`src/rtl/mem_arbiter.sv`:
```
// mem_arbiter: two-port req/gnt arbiter that serialises one-word accesses onto a single-port memory.
// Define MEM_ARB_ROUND_ROBIN_EN for round-robin contention; the default build gives port 1 fixed priority.

module mem_arbiter #(
   parameter int unsigned ADDR_W  = 11,
   parameter int unsigned DATA_W  = 24,
   parameter int unsigned MEM_LAT = 1
) (
   input  logic              clk,
   input  logic              reset,
   input  logic              p0_req,
   input  logic              p0_we,
   input  logic [ADDR_W-1:0] p0_addr,
   input  logic [DATA_W-1:0] p0_wdata,
   output logic              p0_gnt,
   output logic              p0_rvalid,
   output logic [DATA_W-1:0] p0_rdata,
   input  logic              p1_req,
   input  logic              p1_we,
   input  logic [ADDR_W-1:0] p1_addr,
   input  logic [DATA_W-1:0] p1_wdata,
   output logic              p1_gnt,
   output logic              p1_rvalid,
   output logic [DATA_W-1:0] p1_rdata,
   output logic              memread,
   output logic              memwrite,
   output logic [ADDR_W-1:0] address,
   output logic [DATA_W-1:0] writedata,
   input  logic [DATA_W-1:0] memdata,
   output logic              busy
);

   typedef enum logic [1:0] {
      S_IDLE,
      S_ISSUE,
      S_WAIT
   } state_e;

   state_e              state_q;
   logic [1:0]          cnt_q;
   logic                port_q;
   logic                p0_gnt_q, p1_gnt_q;
   logic                p0_rvalid_q, p1_rvalid_q;
   logic [DATA_W-1:0]   p0_rdata_q, p1_rdata_q;
   logic                memread_q, memwrite_q;
   logic [ADDR_W-1:0]   address_q;
   logic [DATA_W-1:0]   writedata_q;
   logic                busy_q;
`ifdef MEM_ARB_ROUND_ROBIN_EN
   logic                last_q;
`endif

   logic                win_d;
   logic                sel_we_d;
   logic [ADDR_W-1:0]   sel_addr_d;
   logic [DATA_W-1:0]   sel_wdata_d;

   always_comb begin
`ifdef MEM_ARB_ROUND_ROBIN_EN
      // last_q is the most recently granted port; the other one wins a tie
      win_d = (p0_req && p1_req) ? ~last_q : p1_req;
`else
      win_d = p1_req;
`endif
      sel_we_d    = win_d ? p1_we    : p0_we;
      sel_addr_d  = win_d ? p1_addr  : p0_addr;
      sel_wdata_d = win_d ? p1_wdata : p0_wdata;
   end

   always_ff @(posedge clk or negedge reset) begin
      if (!reset) begin
         state_q     <= S_IDLE;
         cnt_q       <= '0;
         port_q      <= 1'b0;
         p0_gnt_q    <= 1'b0;
         p1_gnt_q    <= 1'b0;
         p0_rvalid_q <= 1'b0;
         p1_rvalid_q <= 1'b0;
         p0_rdata_q  <= '0;
         p1_rdata_q  <= '0;
         memread_q   <= 1'b0;
         memwrite_q  <= 1'b0;
         address_q   <= '0;
         writedata_q <= '0;
         busy_q      <= 1'b0;
`ifdef MEM_ARB_ROUND_ROBIN_EN
         last_q      <= 1'b1;
`endif
      end else begin
         p0_gnt_q    <= 1'b0;
         p1_gnt_q    <= 1'b0;
         p0_rvalid_q <= 1'b0;
         p1_rvalid_q <= 1'b0;
         memread_q   <= 1'b0;
         memwrite_q  <= 1'b0;
         address_q   <= '0;
         writedata_q <= '0;

         case (state_q)
            S_IDLE: begin
               if (p0_req || p1_req) begin
                  state_q   <= S_ISSUE;
                  busy_q    <= 1'b1;
                  port_q    <= win_d;
                  address_q <= sel_addr_d;
                  if (win_d) p1_gnt_q <= 1'b1;
                  else       p0_gnt_q <= 1'b1;
                  if (sel_we_d) begin
                     memwrite_q  <= 1'b1;
                     writedata_q <= sel_wdata_d;
                  end else begin
                     memread_q <= 1'b1;
                  end
`ifdef MEM_ARB_ROUND_ROBIN_EN
                  last_q <= win_d;
`endif
               end
            end

            S_ISSUE: begin
               // the registered strobe doubles as the latched write-enable
               if (memwrite_q) begin
                  state_q <= S_IDLE;
                  busy_q  <= 1'b0;
               end else begin
                  state_q <= S_WAIT;
                  cnt_q   <= 2'(MEM_LAT - 1);
               end
            end

            S_WAIT: begin
               if (cnt_q == '0) begin
                  if (port_q) begin
                     p1_rdata_q  <= memdata;
                     p1_rvalid_q <= 1'b1;
                  end else begin
                     p0_rdata_q  <= memdata;
                     p0_rvalid_q <= 1'b1;
                  end
                  state_q <= S_IDLE;
                  busy_q  <= 1'b0;
               end else begin
                  cnt_q <= cnt_q - 2'd1;
               end
            end

            default: begin
               state_q <= S_IDLE;
               busy_q  <= 1'b0;
            end
         endcase
      end
   end

   assign p0_gnt    = p0_gnt_q;
   assign p1_gnt    = p1_gnt_q;
   assign p0_rvalid = p0_rvalid_q;
   assign p1_rvalid = p1_rvalid_q;
   assign p0_rdata  = p0_rdata_q;
   assign p1_rdata  = p1_rdata_q;
   assign memread   = memread_q;
   assign memwrite  = memwrite_q;
   assign address   = address_q;
   assign writedata = writedata_q;
   assign busy      = busy_q;

endmodule
```
`config.mk`:
```
export PLATFORM = sky130hd
export DESIGN_NAME = mem_arbiter
export DESIGN_NICKNAME = d
export VERILOG_FILES = /design/src/rtl/mem_arbiter.sv
export SDC_FILE = /design/constraint.sdc
export NUM_CORES = 1
export LEC_CHECK = 0
export BUFFER_PORTS_ARGS = -buffer_cell sky130_fd_sc_hd__clkbuf_2
export CAP_MARGIN = 25
export CORE_UTILIZATION = 30
export DETAILED_ROUTE_END_ITERATION = 8
export HOLD_SLACK_MARGIN = 0.12
export PLACE_DENSITY = 0.59
export SYNTH_ARGS = -nofsm -noshare
export SYNTH_HDL_FRONTEND = slang
export SYNTH_SLANG_ARGS = --single-unit
```
`constraint.sdc`:
```
create_clock -name clk -period 3.8 [get_ports clk]
set_input_delay 0.19 -clock clk [delete_from_list [all_inputs] [get_ports clk]]
set_output_delay 0.19 -clock clk [all_outputs]
set_load 0.01 [all_outputs]
```
==> flow_metrics.env, run 1 <==
export IMPL_ant_nets=0
export IMPL_outcome="complete, no violations"
export IMPL_nets=638
export IMPL_wl_met2_um=4850
export IMPL_clkSlewWorstSetupHoldPaths_ns=0.07
export IMPL_ys_ff_latch=95
export IMPL_diodes=0
export IMPL_yosysWarnings=0
export IMPL_ir_drop_v=0.0004102
export IMPL_end_kind="register"
export IMPL_placed_area_um2=4736
export IMPL_finalClockSkew_ns=0.007679
export IMPL_postSynthCellCount=249
export IMPL_synth_area_per_cell_um2=14.69
export IMPL_clkLatencyLatePin_ns=0.34
export IMPL_final_cell_mix="188 x clkbuf_2, 96 x dlygate4sd3_1, 95 x dfrtp_1"
export IMPL_cts_root_buf="clkbuf_16"
export IMPL_worst_slew_pin_slew_ns=1.017
export IMPL_crit_fanout=30
export IMPL_path_class="input port to register"
export IMPL_first_pass_iters=4
export IMPL_synth_area_um2=3657
export IMPL_p_per_area_nw_per_um2=641.3
export IMPL_io_buffer_count=189
export IMPL_setup_tns_ns=0
export IMPL_top_layer="met4"
export IMPL_setup_viol=0
export IMPL_clock_sinks=95
export IMPL_crit_chain="clkbuf_2 > nor4b_2 > a22o_1 > dlygate4sd3_1"
export IMPL_dieArea_um2=12640
export IMPL_wl_met3_um=828
export IMPL_final_common_cell="clkbuf_2"
export IMPL_n_fill_cell=953
export IMPL_maxCapViolCount=0
export IMPL_drive_gt1_frac=0.4658
export IMPL_wl_met1_um=3825
export IMPL_slew_violations=0
export IMPL_finalHoldViolCount=0
export IMPL_post_dp_hpwl_um=5879
export IMPL_final_area_um2=6057
export IMPL_rsz0062_at_grt="false"
export IMPL_grt_pass1_wl_um=15670
export IMPL_gp_congestion=0.7928
export IMPL_fin_ws_ns=1.534
export IMPL_antenna_found_initial=0
export IMPL_max_freq_mhz=441.3
export IMPL_synth_nets=351
export IMPL_cts_htree_levels=3
export IMPL_slowest_delay_ns=1.05
export IMPL_cp_required_ns=4.08
export IMPL_grt_max_degree=75
export IMPL_drc=0
export IMPL_syn_to_final_growth_pct=65.62
export IMPL_slowest_stage="nor4b_2"
export IMPL_place_ws_ns=1.641
export IMPL_arrival_ns=2.55
export IMPL_ys_types=27
export IMPL_seq_area_frac_synth=0.6500
export IMPL_grt_overflow=0
export IMPL_period_share=0.5963
export IMPL_power_leakage_nw=3.117
export IMPL_cts_buffers=9
export IMPL_maxSlewHeadroom=0.3205
export IMPL_cts_tree="done"
export IMPL_dieWidth_um=112.4
export IMPL_grt_use_total=0.1629
export IMPL_hold_path_class="input port to register"
export IMPL_routedWlPerCell_um=14.27
export IMPL_drt_vias_per_instance=4.481
export IMPL_die_h_um=112.4
export IMPL_min_period_ns=2.266
export IMPL_core_area_um2=11660
export IMPL_cts_max_path_buffers=2
export IMPL_fp_row_count=39
export IMPL_initial_utilization=0.3136
export IMPL_boundaryPins=190
export IMPL_wl_um=9761
export IMPL_cts_resized=0
export IMPL_num_vias=3065
export IMPL_drt_iter0_markers=122
export IMPL_grt_pass1_vias=3259
export IMPL_start_kind="input port"
-- registers in the layout, indices dropped and copies added (netlist names), 2 cells and up --
register   cells
p0_rdata      24
p1_rdata      24
writedata     24
address       11
cnt_q          2
state_q        2
-- cells by family (layout without fill, tap and decap cells) --
group / after synthesis / count (layout) / synth area share
and+or+nand+nor: 40 / 40 / 0.05747
AOI/OAI and AO/OA: 22 / 22 / 0.04584
buffers and inverters: 18 / 310 / 0.02634
adders and majority gates: 2 / 2 / 0.006841
DFF: 95 / 95 / 0.6500
muxes: 72 / 72 / 0.2135
-- final timing paths --
kind,cells after the start,start,to,slack (ns)
max,4,p1_req,address[0],1.53
min,3,p1_we,memread,0.15
max reg2reg,3,state_q[1],address[0],1.54
min reg2reg,1,p0_rdata[20],p0_rdata[20],0.49
max in group asynchronous,4,reset,p1_rdata[3],2.58
min in group asynchronous,2,reset,address[0],0.31
-- what timing repair did --
action | CTS | global route
hold buffers | 96 | 0
hold endpoints to repair | 157 | 0
setup buffers | 0 | 0
-- synthesized netlist by cell type, drive strengths merged --
master,n,area (um^2)
dfrtp,95,2377
mux2,48,540.5
nor2,28,105.1
mux2i,24,240.2
buf,13,77.57
a22o,11,96.34
inv,5,18.77
o21ai,4,20.01
a21oi,2,10.01
and2,2,12.51
ha,2,25.02
nand2,2,7.510
nor2b,2,12.51
nor3b,2,26.28
a21o,1,7.510
a221oi,1,8.760
and3b,1,8.760
nand2b,1,13.76
nand4b,1,15.01
nor4b,1,8.760
o21a,1,7.510
o22a,1,8.760
o32ai,1,8.760
-- stage by stage --
stage	hold slack [ns]	power, mW	util	cells
finish	0.1521	3.884	0.5194	684
global route	0.1504	4.125	0.5194	684
CTS	0.1315	3.938	0.5170	683
detailed placement	0.3964	2.809	0.4061	571
global placement	0.3852	2.776	0.4061	571
floorplan	-0.1056	2.271	-	249
-- worst max-delay path, delay by kind of cell --
family                 cells  cell delay (ns)
buffers and inverters      2             1.05
AND/OR/NAND/NOR            1             1.05
AO/OA/AOI/OAI              1             0.25
-- where the power goes --
part	leakage [nW]	internal (mW)	total [mW]	switching, mW
clock network	0.158	0.611	0.984	0.373
registers	1.20	1.38	1.57	0.191
logic	1.76	0.718	1.33	0.615
total	3.12	2.71	3.88	1.18
-- layout make-up --
type / instances / area [um^2] / area share
Clock buffer: 11 / 252.7 / 0.04173
Tap cell: 143 / 178.9 / 0.02954
Timing Repair Buffer: 289 / 1959 / 0.3235
Clock inverter: 5 / 80.08 / 0.01322
Sequential cell: 95 / 2377 / 0.3925
Multi-Input combinational cell: 136 / 1190 / 0.1964
Inverter: 5 / 18.77 / 0.003099
-- metal layers --
metal / global-route usage / vias up
met5: 0 / -
met4: 0.07556 / 0
met3: 0.07073 / 18
met2: 0.2820 / 145
met1: 0.1710 / 1468
li1: - / 1434
(Power assumes the default switching activity.)
==> inputs of run 2 (changes only) <==
PLACE_DENSITY = 0.61   (was 0.59)
clock period = 2 ns   (was 3.8 ns; I/O delays follow)
==> run 2 against run 1 <==
  * Worst hold slack better by 0.047 ns
  * Critical path depth is 2 higher
  * Global-route usage up 1.2 points
  * Final cell count up 1.0%
  * Sequential power rose by 90%
  * Routed wire length is 4.2% higher
  * Die area unchanged
  * Design area increased by 0.72%
  * Total power is 87% higher
  * Combinational power rose by 94%
  * Critical path type unchanged
  * Largest cell class unchanged
  * Largest power group unchanged
==> flow_metrics.env, run 2 (synthesis gave the netlist of run 1 again) <==
export IMPL_rr_worst_depth=5
export IMPL_syn_to_final_growth_pct=66.81
export IMPL_maxSlewHeadroom=0.5946
export IMPL_end_kind="register"
export IMPL_place_ws_ns=0.3875
export IMPL_initial_utilization=0.3136
export IMPL_clkLatencyLatePin_ns=0.34
export IMPL_crit_chain="dlygate4sd3_1 > clkbuf_2 > nor2b_1 > dlygate4sd3_1 > nor3b_1 > dlygate4sd3_1"
export IMPL_slowest_stage="dlygate4sd3_1"
export IMPL_clock_sinks=95
export IMPL_min_period_ns=1.884
export IMPL_reg2reg_from="state_q[1]"
export IMPL_switching_share=0.3144
export IMPL_setup_viol=0
export IMPL_die_h_um=112.4
export IMPL_worst_hold_slack_ns=0.1990
export IMPL_p_seq_frac=0.411
export IMPL_cts_root_buf="clkbuf_16"
export IMPL_grt_pass1_wl_um=16760
export IMPL_nets=645
export IMPL_first_pass_iters=4
export IMPL_post_dp_hpwl_um=6031
export IMPL_drt_vias_per_instance=4.446
export IMPL_boundaryPins=190
export IMPL_diodes=0
export IMPL_crit_path_frequent_cell="dlygate4sd3_1"
export IMPL_ant_nets=0
export IMPL_power_leakage_nw=3.126
export IMPL_finalHoldViolCount=0
export IMPL_hold_path_class="input port to register"
export IMPL_path_class="input port to register"
export IMPL_grt_use_total=0.1752
export IMPL_core_area_um2=11660
export IMPL_p_sw_mw=2.279
export IMPL_wl_um=10170
export IMPL_cts_max_path_buffers=2
export IMPL_start_kind="input port"
export IMPL_drc=0
export IMPL_ir_drop_v=0.0004939
export IMPL_final_cell_mix="188 x clkbuf_2, 100 x dlygate4sd3_1, 95 x dfrtp_1"
export IMPL_routedWlPerCell_um=14.72
export IMPL_slew_violations=0
export IMPL_worst_slew_pin_slew_ns=0.6081
export IMPL_r2r_end="memread"
export IMPL_cp_required_ns=2.29
export IMPL_hold_end="p0_gnt"
export IMPL_internal_power_mw=4.969
export IMPL_finalClockSkew_ns=0.007299
export IMPL_drt_iter0_markers=94
export IMPL_cts_tree="done"
export IMPL_dieWidth_um=112.4
export IMPL_fin_ws_ns=0.1158
export IMPL_max_freq_mhz=530.7
export IMPL_clkSlewWorstSetupHoldPaths_ns=0.06
export IMPL_arrival_ns=2.17
export IMPL_gp_congestion=0.6810
export IMPL_crit_fanout=2
export IMPL_cts_resized=0
export IMPL_p_per_area_nw_per_um2=1188
export IMPL_cts_htree_levels=3
export IMPL_cts_buffers=9
export IMPL_hold_start="p1_req"
export IMPL_num_vias=3072
export IMPL_hold_depth=3
export IMPL_grt_overflow=0
export IMPL_io_buffer_count=189
export IMPL_power_frac_comb=0.356
export IMPL_slowest_delay_ns=0.58
export IMPL_antenna_found_initial=0
export IMPL_clkPwrFrac=0.233
export IMPL_dieArea_um2=12640
export IMPL_grt_max_degree=50
export IMPL_rsz0062_at_grt="false"
export IMPL_fp_row_count=39
export IMPL_grt_pass1_vias=3438
export IMPL_reg2reg_slack_ns=0.16
export IMPL_period_share=0.9421
export IMPL_outcome="complete, no violations"
export IMPL_final_common_cell="clkbuf_2"
export IMPL_maxCapViolCount=0
export IMPL_postCtsSetupBuffers=0
export IMPL_setup_tns_ns=0
export IMPL_drive_gt1_frac=0.4635
-- run 2: power groups by stage --
stage / Sequential [mW] / Clock [mW] / Combinational [mW]
after global routing: 3.07 / 1.83 / 2.81
final: 2.98 / 1.69 / 2.58
after global placement: 2.99 / 0 / 2.36
after CTS: 2.99 / 1.74 / 2.59
after detailed placement: 3.02 / 0 / 2.40
after floorplan: 3.26 / 0 / 1.05
-- run 2: stage by stage --
step / power [mW] / cell area (um^2) / std cells / utilization
2_1_floorplan: 4.315 / 3657 / 249 / -
3_3_place_gp: 5.341 / 4803 / 575 / 0.4119
3_5_place_dp: 5.413 / 4803 / 575 / 0.4119
4_1_cts: 7.319 / 6101 / 691 / 0.5231
5_1_grt: 7.704 / 6101 / 691 / 0.5231
6_report: 7.247 / 6101 / 691 / 0.5231
-- run 2: worst max-delay path, delay by kind of cell --
kind	cells	cell delay, ns
simple gates	2	0.30
buf+inv	4	1.77
-- run 2: repair_timing --
| item | in CTS | in global routing |
|---|---|---|
| hold buffers | 100 | 0 |
| endpoints found under the setup margin | 0 | 0 |
| hold endpoints to repair | 132 | 0 |
-- run 2: layout make-up --
cell class                      count  area (um^2)
Clock buffer                       14        284.0
Fill cell                         976         5562
Tap cell                          143        178.9
Sequential cell                    95         2377
Clock inverter                      2        12.51
Multi-Input combinational cell    136         1190
Inverter                            5        18.77
Timing Repair Buffer              296         2039
-- run 2: layer usage --
metal	part of all wire	global-route usage	vias to the layer above
met5	0	0	-
met4	0.026	0.08978	0
met3	0.086	0.06803	19
met2	0.50	0.3060	143
met1	0.38	0.1834	1457
li1	-	-	1453
-- run 2: how the worst max path moves through the flow --
| stage | cells after the start | startpoint | endpoint | slack (ns) |
|---|---|---|---|---|
| floorplan | 5 | cnt_q[0] | p0_rdata[10] | 0.40 |
| global placement | 5 | cnt_q[0] | p0_rdata[11] | 0.44 |
| detailed placement | 5 | cnt_q[0] | p0_rdata[16] | 0.39 |
| CTS | 6 | p0_we | memread | 0.19 |
| global route | 6 | p0_we | memread | 0.008 |
| finish | 6 | p0_we | memread | 0.12 |
==> inputs of run 3 (changes only) <==
RECOVER_POWER = 100   (was default)
==> run 3 against run 2 <==
  * Register-to-register slack about the same
  * Die area unchanged
  * Total power decreased by 2.9%
  * Worst hold slack improved by 0.062 ns
  * Clock skew about the same
  * Critical path depth unchanged
  * Global-route usage unchanged
  * Count of clock-buffer cells in the layout unchanged
  * Critical endpoint unchanged
  * Highest routed layer unchanged
==> flow_metrics.env, run 3 (synthesis gave the netlist of run 1 again) <==
export IMPL_outcome="complete, no violations"
export IMPL_dieArea_um2=12640
export IMPL_slew_violations=0
export IMPL_hold_path_class="input port to register"
export IMPL_holdBufCountCts=100
export IMPL_finalClockSkew_ns=0.007351
export IMPL_min_period_ns=1.885
export IMPL_grt_overflow=0
export IMPL_grt_pass1_wl_um=16760
export IMPL_rsz0062_at_grt="false"
export IMPL_cts_buffers=9
export IMPL_drc=0
export IMPL_setup_tns_ns=0
export IMPL_grt_use_total=0.1752
export IMPL_worst_slew_pin_slew_ns=1.143
export IMPL_end_kind="register"
export IMPL_cts_root_buf="clkbuf_16"
export IMPL_slowest_stage="dlygate4sd3_1"
export IMPL_max_freq_mhz=530.4
export IMPL_start_kind="input port"
export IMPL_die_h_um=112.4
export IMPL_crit_chain="dlygate4sd3_1 > clkbuf_2 > nor2b_1 > dlygate4sd3_1 > nor3b_1 > dlygate4sd3_1"
export IMPL_place_ws_ns=0.3875
export IMPL_syn_to_final_growth_pct=62.95
export IMPL_path_class="input port to register"
export IMPL_arrival_ns=2.17
export IMPL_cts_resized=0
export IMPL_first_pass_iters=4
export IMPL_final_cell_mix="100 x dlygate4sd3_1, 100 x clkbuf_2, 95 x dfrtp_1"
export IMPL_p_per_area_nw_per_um2=1181
export IMPL_cts_htree_levels=3
export IMPL_drt_iter0_markers=101
export IMPL_io_buffer_count=189
export IMPL_ant_nets=0
export IMPL_diodes=0
export IMPL_power_leakage_nw=2.829
export IMPL_ir_drop_v=0.0004814
export IMPL_cp_required_ns=2.29
export IMPL_fp_row_count=39
export IMPL_postCtsSetupBuffers=0
export IMPL_num_vias=3083
export IMPL_dieWidth_um=112.4
export IMPL_maxCapViolCount=0
export IMPL_fin_ws_ns=0.1147
export IMPL_drive_gt1_frac=0.2956
export IMPL_routedWlPerCell_um=14.71
export IMPL_boundaryPins=190
export IMPL_period_share=0.9427
export IMPL_drt_vias_per_instance=4.462
export IMPL_clock_sinks=95
export IMPL_post_dp_hpwl_um=6031
export IMPL_cts_max_path_buffers=2
export IMPL_grt_pass1_vias=3438
export IMPL_core_area_um2=11660
export IMPL_crit_path_frequent_cell="dlygate4sd3_1"
export IMPL_grt_max_degree=50
export IMPL_slowest_delay_ns=0.58
export IMPL_crit_fanout=2
export IMPL_finalHoldViolCount=0
export IMPL_wl_um=10170
export IMPL_cts_tree="done"
export IMPL_setup_viol=0
export IMPL_nets=645
export IMPL_maxSlewHeadroom=0.2380
export IMPL_initial_utilization=0.3136
export IMPL_clkLatencyLatePin_ns=0.34
export IMPL_antenna_found_initial=0
export IMPL_clkSlewWorstSetupHoldPaths_ns=0.06
export IMPL_gp_congestion=0.6810
[run 3: cell count changes in the layout (fill, tap and decap cells not counted), sizes merged]
cell | before | now
buf | 8 | 5
clkbuf | 202 | 205
[run 3: final timing paths]
path / start / to / slack, ns / cells past startpoint
worst max-delay path: p0_we / memread / 0.11 / 6
worst min-delay path: p1_req / busy / 0.26 / 3
worst max register to register: state_q[1] / memread / 0.17 / 5
worst min register to register: p0_rdata[20] / p0_rdata[20] / 0.49 / 1
max in group asynchronous: reset / p1_rdata[1] / 0.47 / 3
min in group asynchronous: reset / address[7] / 0.50 / 2
[run 3: final cells by class]
type	count	area (um^2)
inverters	5	18.77
multi-input cells	136	1179
clock inverters	2	12.51
fillers	1030	5703
well taps	143	178.9
repair buffers	296	1909
flip-flops and latches	95	2377
clock buffers	14	284.0
[run 3: per-layer routing]
metal	share of wire	track usage	routed length, um
met5	0	0	0
met2	0.51	0.3060	5144
met4	0.027	0.08978	274
met3	0.093	0.06803	941
met1	0.37	0.1834	3806
[run 3: report_power, final]
group          switching (mW)  internal (mW)
Combinational            1.21           1.19
Clock                   0.697          0.977
Sequential              0.352           2.62
Total                    2.25           4.78
[run 3: critical path: cells and delay by family]
family,cells,cell delay (ns)
buffers and inverters,4,1.77
AND/OR/NAND/NOR,2,0.30
[run 3: metrics by stage]
step / total power [mW] / cell area [um^2] / hold slack, ns / utilization / instances
2_1_floorplan: 4.315 / 3657 / -0.1956 / - / 249
3_3_place_gp: 5.341 / 4803 / 0.1384 / 0.4119 / 575
3_5_place_dp: 5.413 / 4803 / 0.1475 / 0.4119 / 575
4_1_cts: 7.319 / 6101 / 0.1767 / 0.5231 / 691
5_1_grt: 7.503 / 5959 / 0.2828 / 0.5110 / 691
6_report: 7.039 / 5959 / 0.2614 / 0.5110 / 691
